--- src/rtl/stack_ctrl_pkg.sv ---
// Shared defaults and decode types for the CPU-side stack controller.
// Data width and depth must match the memstack instance that the controller drives.
package stack_ctrl_pkg;

    localparam int DEF_WIDTH  = 16;
    localparam int DEF_NWORDS = 1024;

    // Stack pointer update requested by the controller each cycle
    typedef enum logic [1:0] {
        SP_HOLD = 2'd0,
        SP_INC  = 2'd1,
        SP_DEC  = 2'd2,
        SP_CLR  = 2'd3
    } sp_op_e;

    // Resolved request after priority and full/empty qualification
    typedef enum logic [2:0] {
        OP_IDLE     = 3'd0,
        OP_PUSH     = 3'd1,
        OP_POP      = 3'd2,
        OP_REPLACE  = 3'd3,
        OP_PUSH_UF  = 3'd4,
        OP_OVERFLOW = 3'd5,
        OP_UNDERFLW = 3'd6,
        OP_FLUSH    = 3'd7
    } ctrl_op_e;

    function automatic ctrl_op_e decode_op(
        input logic flush,
        input logic push,
        input logic pop,
        input logic full,
        input logic empty
    );
        ctrl_op_e op;
        op = OP_IDLE;
        if (flush)
            op = OP_FLUSH;
        else if (push && pop)
            op = empty ? OP_PUSH_UF : OP_REPLACE;
        else if (push)
            op = full ? OP_OVERFLOW : OP_PUSH;
        else if (pop)
            op = empty ? OP_UNDERFLW : OP_POP;
        return op;
    endfunction

    function automatic sp_op_e sp_op_for(input ctrl_op_e op);
        sp_op_e s;
        s = SP_HOLD;
        case (op)
            OP_PUSH, OP_PUSH_UF: s = SP_INC;
            OP_POP:              s = SP_DEC;
            OP_FLUSH:            s = SP_CLR;
            default:             s = SP_HOLD;
        endcase
        return s;
    endfunction

endpackage

--- src/rtl/stack_ctrl_ptr.sv ---
// Stack pointer register with inc/dec/hold/clear plus full/empty decode.
// Latency: sp updates on the clock edge after the op; no backpressure (caller qualifies ops).
module stack_ptr
    import stack_ctrl_pkg::*;
#(
    parameter int  NWORDS = DEF_NWORDS,
    localparam int AW     = $clog2(NWORDS)
) (
    input  logic          clk,
    input  logic          reset,
    input  sp_op_e        op,
    output logic [AW:0]   sp,
    output logic [AW-1:0] sp_m1,
    output logic          empty,
    output logic          full
);

    localparam logic [AW:0] FULL_CNT = (AW+1)'(NWORDS);

    always_ff @(posedge clk or posedge reset) begin
        if (reset) begin
            sp <= '0;
        end else begin
            case (op)
                SP_INC:  sp <= sp + (AW+1)'(1);
                SP_DEC:  sp <= sp - (AW+1)'(1);
                SP_CLR:  sp <= '0;
                default: sp <= sp;
            endcase
        end
    end

    // Only meaningful when not empty; wraps harmlessly otherwise
    assign sp_m1 = sp[AW-1:0] - AW'(1);
    assign empty = (sp == '0);
    assign full  = (sp == FULL_CNT);

endmodule

--- src/rtl/stack_ctrl.sv ---
// Push/pop controller between the CPU control unit and one memstack instance.
// Latency: pop_data/pop_valid one clk after a pop; no backpressure, rejected ops raise sticky flags.
module stack_ctrl
    import stack_ctrl_pkg::*;
#(
    parameter int  WIDTH  = DEF_WIDTH,
    parameter int  NWORDS = DEF_NWORDS,
    localparam int AW     = $clog2(NWORDS)
) (
    input  logic             clk,
    input  logic             reset,
    input  logic             push,
    input  logic             pop,
    input  logic             flush,
    input  logic [WIDTH-1:0] push_data,
    output logic [WIDTH-1:0] pop_data,
    output logic             pop_valid,
    output logic [WIDTH-1:0] top,
    output logic [AW:0]      count,
    output logic             empty,
    output logic             full,
    output logic             overflow,
    output logic             underflow,
    output logic [AW-1:0]    mem_a,
    output logic             mem_we,
    output logic [WIDTH-1:0] mem_din,
    input  logic [WIDTH-1:0] mem_dout
);

    logic [AW:0]   sp;
    logic [AW-1:0] sp_m1;
    ctrl_op_e      op;
    sp_op_e        sp_op;

    stack_ptr #(
        .NWORDS (NWORDS)
    ) u_ptr (
        .clk   (clk),
        .reset (reset),
        .op    (sp_op),
        .sp    (sp),
        .sp_m1 (sp_m1),
        .empty (empty),
        .full  (full)
    );

    always_comb begin
        op     = decode_op(flush, push, pop, full, empty);
        sp_op  = sp_op_for(op);
        mem_we = 1'b0;
        mem_a  = empty ? '0 : sp_m1;
        case (op)
            OP_PUSH, OP_PUSH_UF: begin
                mem_a  = sp[AW-1:0];
                mem_we = 1'b1;
            end
            // Replace overwrites the top slot while its old value is read out
            OP_REPLACE: begin
                mem_we = 1'b1;
            end
            default: ;
        endcase
    end

    always_ff @(posedge clk or posedge reset) begin
        if (reset) begin
            pop_data  <= '0;
            pop_valid <= 1'b0;
            overflow  <= 1'b0;
            underflow <= 1'b0;
        end else begin
            pop_valid <= 1'b0;
            case (op)
                OP_POP, OP_REPLACE: begin
                    pop_data  <= mem_dout;
                    pop_valid <= 1'b1;
                end
                OP_OVERFLOW: overflow <= 1'b1;
                OP_UNDERFLW, OP_PUSH_UF: underflow <= 1'b1;
                OP_FLUSH: begin
                    overflow  <= 1'b0;
                    underflow <= 1'b0;
                end
                default: ;
            endcase
        end
    end

    assign top     = empty ? '0 : mem_dout;
    assign count   = sp;
    assign mem_din = push_data;

endmodule

--- config.mk ---
export PLATFORM = sky130hd
export DESIGN_NAME = stack_ctrl
export DESIGN_NICKNAME = d
export VERILOG_FILES = /design/src/rtl/stack_ctrl_pkg.sv /design/src/rtl/stack_ctrl_ptr.sv /design/src/rtl/stack_ctrl.sv
export SDC_FILE = /design/constraint.sdc
export NUM_CORES = 1
export LEC_CHECK = 0
export ABC_AREA = 1
export BUFFER_PORTS_ARGS = -buffer_cell sky130_fd_sc_hd__buf_2
export CAP_MARGIN = 20
export CORE_ASPECT_RATIO = 0.8
export CORE_MARGIN = 2
export CORE_UTILIZATION = 44
export CTS_BUF_LIST = sky130_fd_sc_hd__clkbuf_2 sky130_fd_sc_hd__clkbuf_4 sky130_fd_sc_hd__clkbuf_8
export DETAILED_ROUTE_END_ITERATION = 6
export GPL_TIMING_DRIVEN = 0
export PLACE_DENSITY = 0.84
export SETUP_SLACK_MARGIN = 0.1
export SLEW_MARGIN = 20
export SYNTH_ARGS = -nofsm -noshare
export SYNTH_HDL_FRONTEND = slang
export SYNTH_SLANG_ARGS = --single-unit
--- constraint.sdc ---
create_clock -name clk -period 2.45 [get_ports clk]
set_input_delay 0.3675 -clock clk [delete_from_list [all_inputs] [get_ports clk]]
set_output_delay 0.3675 -clock clk [all_outputs]
set_load 0.05 [all_outputs]
==> flow_summary.toml <==
[synthesis]
synth_cell_types = 36
synthFlopType = "dfrtp_1"
synthCells = 312
ys_ff_latch = 30
ys_seq_area_share_pct = 31.30
async_reset_ff_share_pct = 100.0
synthTopCellsByArea = "dfrtp_1 31%, nor2_1 7.5%, nand2_1 7.2%"
synth_edf_count = 0
synth_area_mm2 = 0.002399
synthDominantCellAreaShare_pct = 31.30
yosysWarnings = 0
synth_fp_nets = 360
synth.most_common_cell = "nor2_1"
syn_avg_cell_area_um2 = 7.688
synth_top_area_cell = "dfrtp_1"
ys_top_cells_by_count = "48 x nor2_1, 46 x nand2_1, 41 x inv_1"

[layout]
nFillCells = 334
multi_input_area_mm2 = 0.001782
area_growth_pct = 67.76
seq_area_um2 = 763.2
antenna_cells = 0
drive_gt1_share_pct = 60.49
nNetsFinal = 500

[global_routing]
gr-total-overflow = 0
grt_pass1_wl_um = 12770
antenna_found_initial = 0
grt_use_total_pct = 27.51
grt_pass1_vias = 2562
grt_max_degree = 31

[drt]
drtAntennaViolNets = 0
drc = 1
viasPerCell = 5.492
drtIter0Drc = 262
wl_um = 8931
routedWlPerCell_um = 17.24
drt_pass1_iterations = 7
num_vias = 2845

[cts]
clock_latency_ns = 0.30
numCtsBuffers = 5
cts_hold_buffers = 0
cts.sinks = 30
cts.path.max_buffers = 2
cts_tree = "built"
htree_levels = 2
cts_root_buf = "clkbuf_8"
cts.reportedPaths.clkPinSlew_ns = 0.07

[timing]
fmax_mhz = 383.0
final-hold-violation-count = 0
hold_ws_ns = 0.1570
rsz0062_at_grt = "yes"
skew_ns = 0.009682
drv_slew = 0
worst_pin_slew_ns = 0.6679
setup_viol = 17
period_needed_ns = 2.611
layout_setup_ws_ns = -0.1610
timing.final.crit_share_pct = 106.6
maxSlewHeadroom_pct = 55.41

[placement]
io_buffers = 95
dpl.hpwl_um = 5236
gp_congestion = 0.8780

[setup_path]
crit_slowest_cell = "dfrtp_2"
cp_common_cell = "nand2_2"
crit_fanout = 6
cp-start-kind = "flip-flop"
crit_chain = "nor2_2 > nand2_2 > nor2_8 > nand2_8 > nand4_1 > bufinv_8 > ha_4 > nand2_2 > o21ai_2 > nand3_1 > nand2_2 > nand2_2 > nand3_1 > nand2_1 > o21ai_2"
cp.arrival_ns = 2.83
reg2reg_depth = 15
timing.rr.start = "u_ptr.sp[4]$_DFFE_PP0P_"
cp_num_cells = 15
max_stage_delay_ns = 0.43
path_delay_family = "simple AND/OR/NAND/NOR gates"
path_class = "flip-flop to flip-flop"
r2r_setup_slack_ns = -0.16
r2r-end = "u_ptr.sp[7]$_DFFE_PP0P_"
cp_data_required_time_ns = 2.67
path_buf_inv = 1
crit_path_end_kind = "flip-flop"

[floorplan]
fp.dieW_um = 86.55
coreArea_mm2 = 0.005345
fp.dieH_um = 70.04
start_util_pct = 44.87
ios = 112
die_area_mm2 = 0.006062
rows = 24

[min_path]
hold_class = "input port to asynchronous set/reset pin"

[run]
drv_cap = 0

[status]
status = "finished, violations left"
violations = "design-rule violations, negative setup slack"
==> flip-flops by register name (all words and copies together) (netlist names) <==
register   flops
pop_valid      1
u_ptr.sp      11
pop_data      16
underflow      1
overflow       1
==> what timing repair did <==
item                       CTS  global route
gates resized for setup     70            20
setup endpoints to repair   36            31
cloned                       3             0
pin swaps                   14            13
buffers inserted            27            11
==> routing by layer <==
metal / global-route usage [%] / wire length, um
met5: 0 / 0
met4: 12.67 / 313
met3: 5.910 / 598
met2: 44.79 / 4526
met1: 34.76 / 3494
==> area by class of cell <==
class,count,area share [%]
Timing Repair Buffer,134,22.54
Inverter,43,4.851
Timing Repair inverter,1,0.1555
Multi-Input combinational cell,213,44.28
Clock inverter,2,0.2488
Tap cell,65,2.021
Sequential cell,30,18.97
Buffer,24,5.037
Clock buffer,6,1.897
==> worst max-delay path by stage <==
| stage | from | end | slack [ns] |
|---|---|---|---|
| after CTS | u_ptr.sp[1]$_DFFE_PP0P_ | u_ptr.sp[10]$_DFFE_PP0P_ | -0.11 |
| after floorplan | u_ptr.sp[0]$_DFFE_PP0P_ | u_ptr.sp[10]$_DFFE_PP0P_ | -0.12 |
| after global routing | u_ptr.sp[4]$_DFFE_PP0P_ | u_ptr.sp[10]$_DFFE_PP0P_ | -0.25 |
| final | u_ptr.sp[4]$_DFFE_PP0P_ | u_ptr.sp[7]$_DFFE_PP0P_ | -0.16 |
| after global placement | u_ptr.sp[0]$_DFFE_PP0P_ | u_ptr.sp[10]$_DFFE_PP0P_ | -0.33 |
| after detailed placement | u_ptr.sp[0]$_DFFE_PP0P_ | u_ptr.sp[10]$_DFFE_PP0P_ | -0.37 |
==> cell usage in the layout, fill, tap and decap left out, types with 8 or more instances in the layout <==
master / instances
nand2_2: 13
nor2_2: 12
nand4_1: 13
nand2_1: 29
buf_6: 17
a21oi_2: 11
nand3_1: 9
buf_2: 85
inv_1: 34
dfrtp_1: 20
nand2_4: 8
buf_4: 51
ha_4: 9
o21ai_1: 10
nor2_1: 36
o31ai_4: 9
xor2_1: 9
dfrtp_2: 10
==> stage by stage <==
stage | area (um2) | utilization, % | setup WS [ns] | setup TNS, ns | instances
global placement | 3258 | 60.96 | -0.3344 | -1.813 | 472
finish | 4024 | 75.28 | -0.1610 | -1.714 | 518
CTS | 3877 | 72.54 | -0.1092 | -0.9305 | 508
detailed placement | 3258 | 60.96 | -0.3693 | -2.731 | 472
floorplan | 2701 | - | -0.1187 | -1.496 | 312
global route | 4024 | 75.28 | -0.2539 | -3.132 | 518
==> kinds of logic (layout without fill, tap and decap cells) <==
family | Yosys count | in the layout | synth area share (%)
simple gates | 137 | 137 | 28.22
buf+inv | 69 | 210 | 14.97
compound gates | 51 | 51 | 14.35
flops | 30 | 30 | 31.30
xor+xnor | 14 | 14 | 5.112
fa+ha+maj | 11 | 11 | 6.051
Power is left out: the tool's default activity adds up to more than one toggle a clock period on the data nets, which glitch-free logic cannot reach.
